File: config.mk
export PLATFORM = sky130hd
export DESIGN_NAME = uart_tx_fifo
export DESIGN_NICKNAME = d
export VERILOG_FILES = /design/src/rtl/uart_tx_fifo.sv
export SDC_FILE = /design/constraint.sdc
export NUM_CORES = 1
export LEC_CHECK = 0
export CORE_ASPECT_RATIO = 0.8
export CORE_MARGIN = 4
export CORE_UTILIZATION = 55
export DETAILED_ROUTE_END_ITERATION = 7
export HOLD_SLACK_MARGIN = 0.12
export PLACE_DENSITY = 0.77
export SYNTH_ARGS = -nofsm -noshare
export SYNTH_HDL_FRONTEND = slang
export SYNTH_SLANG_ARGS = --single-unit
File: constraint.sdc
create_clock -name clk -period 7.45 [get_ports clk]
set_clock_uncertainty 0.15 [all_clocks]
set_input_delay 1.49 -clock clk [delete_from_list [all_inputs] [get_ports clk]]
set_output_delay 1.49 -clock clk [all_outputs]
set_load 0.03 [all_outputs]
File: src/rtl/uart_tx_fifo.sv
// uart_tx_fifo: byte FIFO that feeds a UART transmitter one byte at a time.
// Writes are queued in a DEPTH-entry array. A small drain FSM pops one byte,
// pulses tx_send and waits for the transmitter's busy handshake before it
// pops again.
// Optional feature: define UART_TX_FIFO_OVF_EN to enable the sticky overflow
// flag. When it is undefined, overflow is tied low and ovf_clr is ignored.

module uart_tx_fifo #(
  parameter int DEPTH = 16,
  parameter int AW    = 4
) (
  input  logic          clk,
  input  logic          rst_n,
  input  logic [7:0]    wr_data,
  input  logic          wr_en,
  output logic          full,
  output logic          empty,
  output logic [AW:0]   count,
  output logic [7:0]    tx_data,
  output logic          tx_send,
  input  logic          tx_busy,
  input  logic          ovf_clr,
  output logic          overflow
);

  typedef enum logic [1:0] {IDLE, SEND, WAIT_ACK, WAIT_DONE} state_t;

  localparam logic [AW:0] FULL_COUNT = (AW+1)'(DEPTH);

  logic [7:0]    mem [DEPTH];
  logic [AW-1:0] rd_ptr;
  logic [AW-1:0] wr_ptr;
  state_t        state;
  state_t        next_state;
  logic          wr_accept;
  logic          pop;

  // A write is dropped whenever the FIFO is full, even if a pop frees a slot
  // in the same cycle, so full alone decides acceptance.
  assign full      = (count == FULL_COUNT);
  assign empty     = (count == '0);
  assign wr_accept = wr_en && !full;

  // Drain FSM state register.
  always_ff @(posedge clk or negedge rst_n) begin
    if (!rst_n) state <= IDLE;
    else        state <= next_state;
  end

  // Drain FSM: pop only from IDLE, then wait for busy to rise and fall.
  always_comb begin
    next_state = state;
    pop        = 1'b0;
    case (state)
      IDLE: begin
        if (!empty) begin
          pop        = 1'b1;
          next_state = SEND;
        end
      end
      SEND:      next_state = WAIT_ACK;
      WAIT_ACK:  if (tx_busy)  next_state = WAIT_DONE;
      WAIT_DONE: if (!tx_busy) next_state = IDLE;
      default:   next_state = IDLE;
    endcase
  end

  // Storage array has no reset; stale contents are never read because
  // count gates every pop.
  always_ff @(posedge clk) begin
    if (wr_accept) mem[wr_ptr] <= wr_data;
  end

  // Pointers, occupancy, and the registered transmitter interface.
  always_ff @(posedge clk or negedge rst_n) begin
    if (!rst_n) begin
      rd_ptr  <= '0;
      wr_ptr  <= '0;
      count   <= '0;
      tx_data <= 8'h00;
      tx_send <= 1'b0;
    end else begin
      tx_send <= pop;
      if (pop) begin
        tx_data <= mem[rd_ptr];
        rd_ptr  <= rd_ptr + 1'b1;
      end
      if (wr_accept) wr_ptr <= wr_ptr + 1'b1;
      case ({wr_accept, pop})
        2'b10:   count <= count + 1'b1;
        2'b01:   count <= count - 1'b1;
        default: count <= count;
      endcase
    end
  end

`ifdef UART_TX_FIFO_OVF_EN
  // Sticky overflow: a dropped write sets the flag and wins over a clear in
  // the same cycle.
  always_ff @(posedge clk or negedge rst_n) begin
    if (!rst_n)             overflow <= 1'b0;
    else if (wr_en && full) overflow <= 1'b1;
    else if (ovf_clr)       overflow <= 1'b0;
  end
`else
  logic unused_ovf_clr;
  assign unused_ovf_clr = ovf_clr;
  assign overflow       = 1'b0;
`endif

endmodule

; ---- Word level (Yosys, flattened, before mapping)
; Memory sizes are Yosys's and may differ from the RTL's. A register that Yosys moved wholly into a read port is not among the register bits.
; Index checks and enable logic that the tools add are counted.
; W data, S select, Z words.
[word_totals]
reg_bits = 16
memories = 1
romBits = 0
latch_bits = 0
in_bits = 13
ram_bits = 128
out_inout_bits = 17
[memory_table]
columns = memory, words, width, rd, rd_clocked_by_memory_dff, write_ports, line_no
row1 = mem, 16, 8, 1, 1, 1, 30  ; logic [7:0] mem [DEPTH];
[op_classes]
n_bitwise = 0
mul = 0
addsub = 4
shifts = 0
n_eq_ne = 9
n_lt_le_gt_ge = 0
n_reduce_logical = 7
muxes = 9
n_div = 0
[op_table]
columns = operator, count
row1 = $pmux W5 S2, 1
row2 = $add A4 B1 Y4 const B, 2
row3 = $pmux W2 S4, 1
row4 = $eq A2 B2 Y1 const B, 3
row5 = $mux W2, 3
row6 = $ne A2 B2 Y1 const B, 3
row7 = $add A5 B1 Y5 const B, 1
row8 = $eq A5 B5 Y1 const B, 1
row9 = $logic_not A5 Y1, 1
row10 = $sub A5 B1 Y5 const B, 1
row11 = $eq A2 B1 Y1 const B, 2
row12 = $mux W1, 4
row13 = $reduce_and A3 Y1, 1
row14 = $logic_not A1 Y1, 2
row15 = $logic_not A2 Y1, 1
row16 = $reduce_bool A2 Y1, 1
row17 = $logic_and A1 B1 Y1, 1

; ---- Logic depth before layout (Yosys ltp)
; Gate-level depths: netlist (run 1).
[logic_depth]
ltp_word = 5
ltp_mapped = 12
mapped_depth_nobuf = 11

; ---- Worst setup path before layout (run 1)
; Ideal clock, no wire load.
[synth_timing]
kind = input port to flip-flop
start = in wr_en
end = reg count[4]
arrival_time_ns = 3.385
t_required_ns = 7.218
path_slack_ns = 3.833
path_buffers = 1
stages = 10
path_cell_list = a21boi_2 -> inv_1 -> ha_1 -> clkbuf_1 -> xor2_1 -> ha_1 -> a21boi_0 -> o32ai_1 -> nor4b_1 -> xnor2_1
[synth_between]
elab_chain_len = 3
elab_cells_between_ends = 5
[synth_rtl]
columns = element, line_no
row1 = "start, declared", 15  ; input logic wr_en,
row2 = $logic_and A1 B1 Y1 (*), 42  ; assign wr_accept = wr_en && !full;
row3 = $eq A2 B1 Y1 or $eq A2 B2 Y1 (tied branches), 89  ; case ({wr_accept, pop})
row4 = $pmux W5 S2 or $reduce_bool A2 Y1 (tied branches), -
row5 = "end signal, assigned", 90  ; 2'b10: count <= count + 1'b1;
row6 = "end signal, assigned", 91  ; 2'b01: count <= count - 1'b1;
row7 = "end signal, assigned", 92  ; default: count <= count;
row8 = "end, declared", 18  ; output logic [AW:0] count,
; Every way passes the cells marked *; elsewhere a longest branch is shown, timed or not.
; A chain may end at the register's enable or synchronous reset.

; ---- Worst setup path after layout (run 1)
[layout_timing]
start = reg count[1]
end = out empty
[layout_between]
elab_chain_len = 1
[layout_rtl]
columns = element, line_no
row1 = $logic_not A5 Y1, 41  ; assign empty = (count == '0);
row2 = "end, declared", 17  ; output logic empty,
; Every way passes these cells.

==> qor.yml, run 1 <==
run_status: "finished clean"
route.final.wire_length_um: 11600
avgViaCountPerCell: 5.83
setup_viol: 0
drt_pre_antenna_iters: 4
grt_antenna_before_repair: 0
filler_cell_count: 728
initialDrtViolationCount: 221
synth_enable_flop_cells: 128
maximum_number_of_pins_on_one_net_before_global_route_repair: 35
synthCells: 336
yosys_register_bits: 152
clk_root_buffer_cell: "clkbuf_16"
cts_sinks: 152
drv_cap: 0
yosysWarningCount: 0
largest_fanout_of_any_net_on_the_critical_path: 10
port_buffers: 27
maxSlewViolCount: 0
cts.htree.levels: 4
period_needed_ps: 3950
total_power_uw: 2930
relSlewSlack_pct: 23.6
nets: 395
layout_worst_path_cycle_share_pct: 53.1
synthArstFlopShare_pct: 15.8
post-route-drc-count: 0
grt_setup_unrepaired: "no"
drtAntennaViolNets: 0
via_count: 3071
number_of_placement_rows: 34
syn-mean-instance-area_um2: 18.6
die-height_um: 103
post_route_cells_drive_above_1_share_pct: 23.2
die_width_um: 127
timing.hold.worst.class: "flip-flop to flip-flop"
synth.area.top_cells: "edfxtp_1, mux4_2, dfrtp_1"
place.gp.congestion: 0.770
critical_path.startpoint_type: "flip-flop"
synth_top_cell_area_share_pct: 61.5
grt_first_pass_wirelength_um: 18200
route.detailed.wl_per_inst_um: 21.9
synth_sequential_area_ratio_pct: 71.1
initial_core_util_pct: 57.0
gr-usage-all-layers_pct: 19.2
clock_transition_time_at_the_flip_flop_clock_pins_of_the_worst_setup_and_hold_paths_ps: 60
regToRegSetupSlack_ps: 3680
dpl.hpwl_um: 7110
area_delta_synth_final_pct: 15.8
synth_cell_type_count: 44
cts_tree: "yes"
signal_arrival_time_at_the_worst_endpoint_ps: 2310
tritoncts.num_buffers: 17
core_box_area_um2: 11000
fmax_mhz: 253
cts-hold-fix-buffers: 0
vdd.ir_drop.worst_uv: 228
die-area_um2: 13200
syn-cell-area_um2: 6250
worst_path_max_stage_delay_ps: 680
mappedNetlistNets: 361
max_slew.worst_pin.slew_ps: 1150
ctsLongestPathBuffers: 2
cp_slowest_cell: "clkdlybuf4s50_1"
antenna_cells_inserted: 0
finalSetupTns_ps: 0
crit_type: "flip-flop to output pin"
num_io_pins: 30
critical_path_required_ps: 5810
grt_pass1_vias: 3200
power_leakage_uw: 0.00246
grt_overflow_total: 0
clock_latency_ps: 410
powerDensity_nw_per_um2: 404
final_util_pct: 66.0
count_of_final_hold_check_violations: 0
timing.critical_path.to_type: "output pin"
post-synth-top-area-cell: "edfxtp_1"
post_cts_resize_count: 0
post_cts.repair.setup_buffers: 0
synth-main-ff-cell: "edfxtp_1"
timing.critical_path.cells: "or4_4, nor2_2, clkdlybuf4s50_1"
## state kept, by name (all words and copies together) (netlist names)
name	flops
mem	128
count	5
state	2
tx_data	8
rd_ptr	4
tx_send	1
wr_ptr	4
## cells by family (layout without fill, tap and decap cells)
logic type	count (synthesis)	after routing	share of synthesized area (%)
buffers and inverters	26	73	2.04
adder cells (fa/ha/maj)	12	12	2.40
flip-flops	152	152	71.1
multiplexers	50	50	14.4
XOR/XNOR	10	10	1.40
other	1	1	0.0600
AO/OA/AOI/OAI	22	22	3.52
AND/OR/NAND/NOR	63	63	5.06
## synthesized netlist by cell type (4+ instances only)
library cell and number:
nor2_1 15, nand2_1 22, ha_1 12, dfrtp_1 24, mux2i_1 16, nor3_1 5, nand2b_1 4, buf_2 9
edfxtp_1 128, o21ai_0 4, xnor2_1 7, clkbuf_1 6, o221ai_2 8, mux4_2 32, inv_1 6
## worst max-delay path: cells and delay by family (launching register included)
kind | cells | cell delay [ps]
and+or+nand+nor | 2 | 730
DFF | 1 | 490
buffers and inverters | 1 | 680
## through the flow
step | instances | instance area (µm²) | worst slack, ps | hold slack (ps)
after floorplan | 336 | 6250 | 3830 | 362
after global placement | 495 | 6660 | 3150 | 341
after detailed placement | 495 | 6660 | 3100 | 344
after CTS | 527 | 7240 | 3470 | 367
after global routing | 527 | 7240 | 3320 | 392
final | 527 | 7240 | 3500 | 366
## final cells by class
| class | instances | area (µm²) | share of cell area (%) |
|---|---|---|---|
| Sequential cell | 152 | 4450 | 61.4 |
| Clock inverter | 15 | 161 | 2.23 |
| Clock buffer | 17 | 425 | 5.87 |
| Tap cell | 144 | 180 | 2.49 |
| Inverter | 7 | 26.3 | 0.363 |
| Multi-Input combinational cell | 158 | 1680 | 23.2 |
| Timing Repair Buffer | 34 | 323 | 4.46 |
## routing by layer
metal	global-route usage (%)	wire, µm	share of wire (%)
met1	25.2	4830	42
met2	31.5	5820	50
met3	6.47	831	7.2
met4	5.11	85	0.73
met5	0	0	0
## worst paths after layout
check,from,end,cells after the start
max in group asynchronous,rst_n,rd_ptr[2],2
hold reg to reg,tx_data[7],tx_data[7],2
setup reg to reg,count[1],count[4],9
hold / removal,tx_data[7],tx_data[7],2
min in group asynchronous,rst_n,count[2],2
setup / recovery,count[1],empty,3
## placed cells by master (no fill, tap or decap), drive strengths merged, types with 6 or more instances in the layout
| cell | count |
|---|---|
| edfxtp | 128 |
| clkbuf | 17 |
| clkinv | 6 |
| buf | 7 |
| ha | 12 |
| o221ai | 8 |
| clkdlybuf4s50 | 27 |
| mux4 | 32 |
| nand2 | 23 |
| mux2i | 16 |
| nor2 | 16 |
| xnor2 | 7 |
| inv | 13 |
| dfrtp | 24 |
## power breakdown
part / switching, µW / internal [µW] / total [µW] / leakage (µW)
sequential: 117 / 1060 / 1180 / 0.00145
combinational: 491 / 418 / 910 / 0.000736
clock: 365 / 473 / 838 / 0.000283
total: 973 / 1960 / 2930 / 0.00246
(Power assumes the default switching activity.)
==> run 2: changes to the inputs <==
--- a/config.mk
+++ b/config.mk
@@ -7,10 +7,10 @@
 export LEC_CHECK = 0
 export CORE_ASPECT_RATIO = 0.8
 export CORE_MARGIN = 4
-export CORE_UTILIZATION = 55
+export CORE_UTILIZATION = 54
 export DETAILED_ROUTE_END_ITERATION = 7
 export HOLD_SLACK_MARGIN = 0.12
-export PLACE_DENSITY = 0.77
+export PLACE_DENSITY = 0.78
 export SYNTH_ARGS = -nofsm -noshare
 export SYNTH_HDL_FRONTEND = slang
 export SYNTH_SLANG_ARGS = --single-unit
==> constraint.sdc (replaced) <==
create_clock -name clk -period 3.3 [get_ports clk]
set_clock_uncertainty 0.15 [all_clocks]
set_input_delay 0.66 -clock clk [delete_from_list [all_inputs] [get_ports clk]]
set_output_delay 0.66 -clock clk [all_outputs]
set_load 0.03 [all_outputs]
==> run 2 against run 1 <==
Cell count rose by 4.0%. Count of clock-buffer cells in the layout did not move. Wire length rose by 1.7%. Sequential power rose by 130%. Sequential share of layout area fell by 1.5 points. Combinational power rose by 140%. Worst setup slack got worse by 3300 ps. Utilization rose by 0.84 points. Via count rose by 4.0%. Die area rose by 1.7%. Clock power rose by 130%. Critical path type is now flip-flop to flip-flop. Critical endpoint is now count[4]. Largest power group unchanged.
==> qor.yml, run 2 (synthesis results as in run 1) <==
cts_tree: "yes"
clock_latency_ps: 420  # about the same
regToRegSetupSlack_ps: 190  # -3490 ps
signal_arrival_time_at_the_worst_endpoint_ps: 3250  # +940 ps
dpl.hpwl_um: 7380  # +3.8%
antenna_cells_inserted: 0  # unchanged
crit_type: "flip-flop to flip-flop"
run_status: "finished clean"
fmax_mhz: 322
filler_cell_count: 717  # -1.5%
grt_overflow_total: 0  # unchanged
top_regs: "mem (128), tx_data (8), count (5)"
ctsLongestPathBuffers: 2  # unchanged
route.detailed.wl_per_inst_um: 21.5  # -2.2%
largest_fanout_of_any_net_on_the_critical_path: 8  # -2
nets: 417  # +5.6%
cpMostUsedCell: "ha_1"
hold_path_depth: 2  # unchanged
hold_path.startpoint: "tx_data[6]"
cts-hold-fix-buffers: 0  # unchanged
route.final.wire_length_um: 11800  # +1.7%
powerDensity_nw_per_um2: 916  # +130%
layout_worst_path_cycle_share_pct: 94.2
maximum_number_of_pins_on_one_net_before_global_route_repair: 25  # -29%
die-height_um: 104  # +0.85%
number_of_placement_rows: 34  # unchanged
gr-usage-all-layers_pct: 19.2  # about the same
leading_cell_type_in_the_layout_fill_and_taps_excluded: "edfxtp_1"
tritoncts.num_buffers: 17  # unchanged
num_io_pins: 30  # unchanged
clk_root_buffer_cell: "clkbuf_16"
global_route.usage.met2_pct: 29.2  # -2.3 points
dp.cells: 517  # +4.4%
post_route_cells_drive_above_1_share_pct: 27.0  # +3.7 points
area_delta_synth_final_pct: 18.7
die_width_um: 128  # +0.86%
critical_path_required_ps: 3450  # -2360 ps
drt_pre_antenna_iters: 4  # unchanged
port_buffers: 27  # unchanged
maxSlewViolCount: 0  # unchanged
timing.hold.worst.class: "flip-flop to flip-flop"
critical_path.startpoint_type: "flip-flop"
grt_use_met3_pct: 4.93  # -1.5 points
initial_core_util_pct: 56.3  # -0.65 points
largest_register_ff_count: 128  # unchanged
cts.htree.levels: 4  # unchanged
fin_cells: 548  # +4.0%
clock_transition_time_at_the_flip_flop_clock_pins_of_the_worst_setup_and_hold_paths_ps: 60  # about the same
count_of_final_hold_check_violations: 0  # unchanged
vdd.ir_drop.worst_uv: 554  # +140%
largest-register: "mem"
drtAntennaViolNets: 0  # unchanged
worst_hold_slack_ps: 364  # -1.97 ps
final_cell_mix: "edfxtp_1, mux4_2, buf_4"
r2r.worst_path.cells: 9  # unchanged
worst_path_max_stage_delay_ps: 650  # -30 ps
drv_cap: 0  # unchanged
hold_end: "tx_data[6]"
max_slew.worst_pin.slew_ps: 911  # -235 ps
busiest_layer: "met2"
grt_first_pass_wirelength_um: 18800  # +3.1%
r2r-start: "count[0]"
die-area_um2: 13400  # +1.7%
post-route-drc-count: 0  # unchanged
timing.critical_path.cells: "or4_4, o21ai_2, inv_2, ha_1, ha_1, or4b_2, o32ai_1, nor4b_1, xnor2_1"
cts_sinks: 152  # unchanged
post_cts.repair.setup_buffers: 0  # unchanged
post_cts_resize_count: 0  # unchanged
initialDrtViolationCount: 235  # +6.3%
grt_met1_use_pct: 27.0  # +1.8 points
core_box_area_um2: 11100  # +1.2%
setup_viol: 0  # unchanged
power_leakage_uw: 0.00259  # +4.9%
cp_slowest_cell: "or4b_2"
finalSetupTns_ps: 0  # unchanged
avgViaCountPerCell: 5.83  # about the same
timing.critical_path.to_type: "flip-flop"
relSlewSlack_pct: 39.3  # +16 points
final_util_pct: 66.8  # +0.84 points
grt_pass1_vias: 3316  # +3.6%
grt_antenna_before_repair: 0  # unchanged
reg2reg_to: "count[4]"
grt_setup_unrepaired: "no"
via_count: 3194  # +4.0%
period_needed_ps: 3110
place.gp.congestion: 0.780  # +1.3%
run 2: changes by cell type in the layout (fill, tap and decap cells not counted):
cell       delta
clkinv_1      +1
bufinv_16     +2
clkinv_8      -1
clkinv_2      +1
buf_4        +22
inv_8         -2
clkinv_4      -2
run 2: metrics by stage:
stage | total power (µW) | worst slack (ps) | cell area (µm²)
finish | 6800 | 192 | 7420
global route | 7150 | 15.0 | 7420
CTS | 6860 | 189 | 7420
detailed placement | 4880 | 124 | 6820
global placement | 4800 | 172 | 6820
floorplan | 4210 | 147 | 6250
run 2: critical path: cells and delay by family (launching register included):
kind / cells / cell delay (ps)
AO/OA/AOI/OAI: 2 / 310
flip-flops: 1 / 440
XOR/XNOR: 1 / 130
buffers and inverters: 1 / 120
adder cells (fa/ha/maj): 2 / 530
AND/OR/NAND/NOR: 3 / 1310
run 2: power by group:
part           internal [µW]  leakage [µW]  total [µW]  switching (µW)
combinational           1030      0.000851        2160            1130
clock                   1190      0.000289        1960             765
sequential              2400       0.00145        2680             284
total                   4620       0.00259        6800            2180
run 2: final cells by class:
| class | instances | area (µm²) | area share (%) |
|---|---|---|---|
| inverter | 7 | 26.3 | 0.354 |
| sequential | 152 | 4450 | 59.9 |
| clock buffer | 17 | 425 | 5.73 |
| tap | 144 | 180 | 2.43 |
| multi-input combinational | 158 | 1680 | 22.7 |
| clock inverter | 14 | 174 | 2.34 |
| timing repair buffer | 56 | 488 | 6.58 |
run 2: how the worst max path moves through the flow:
stage / from / end
after CTS: count[0] / count[4]
final: count[0] / count[4]
after global routing: count[0] / count[4]
after floorplan: count[1] / count[4]
after detailed placement: wr_en / count[4]
after global placement: wr_en / count[4]
run 2: layer usage:
metal | part of all wire (%) | wire length [µm]
met1 | 45 | 5270
met2 | 49 | 5750
met3 | 5.3 | 624
met4 | 0.96 | 113
met5 | 0 | 0
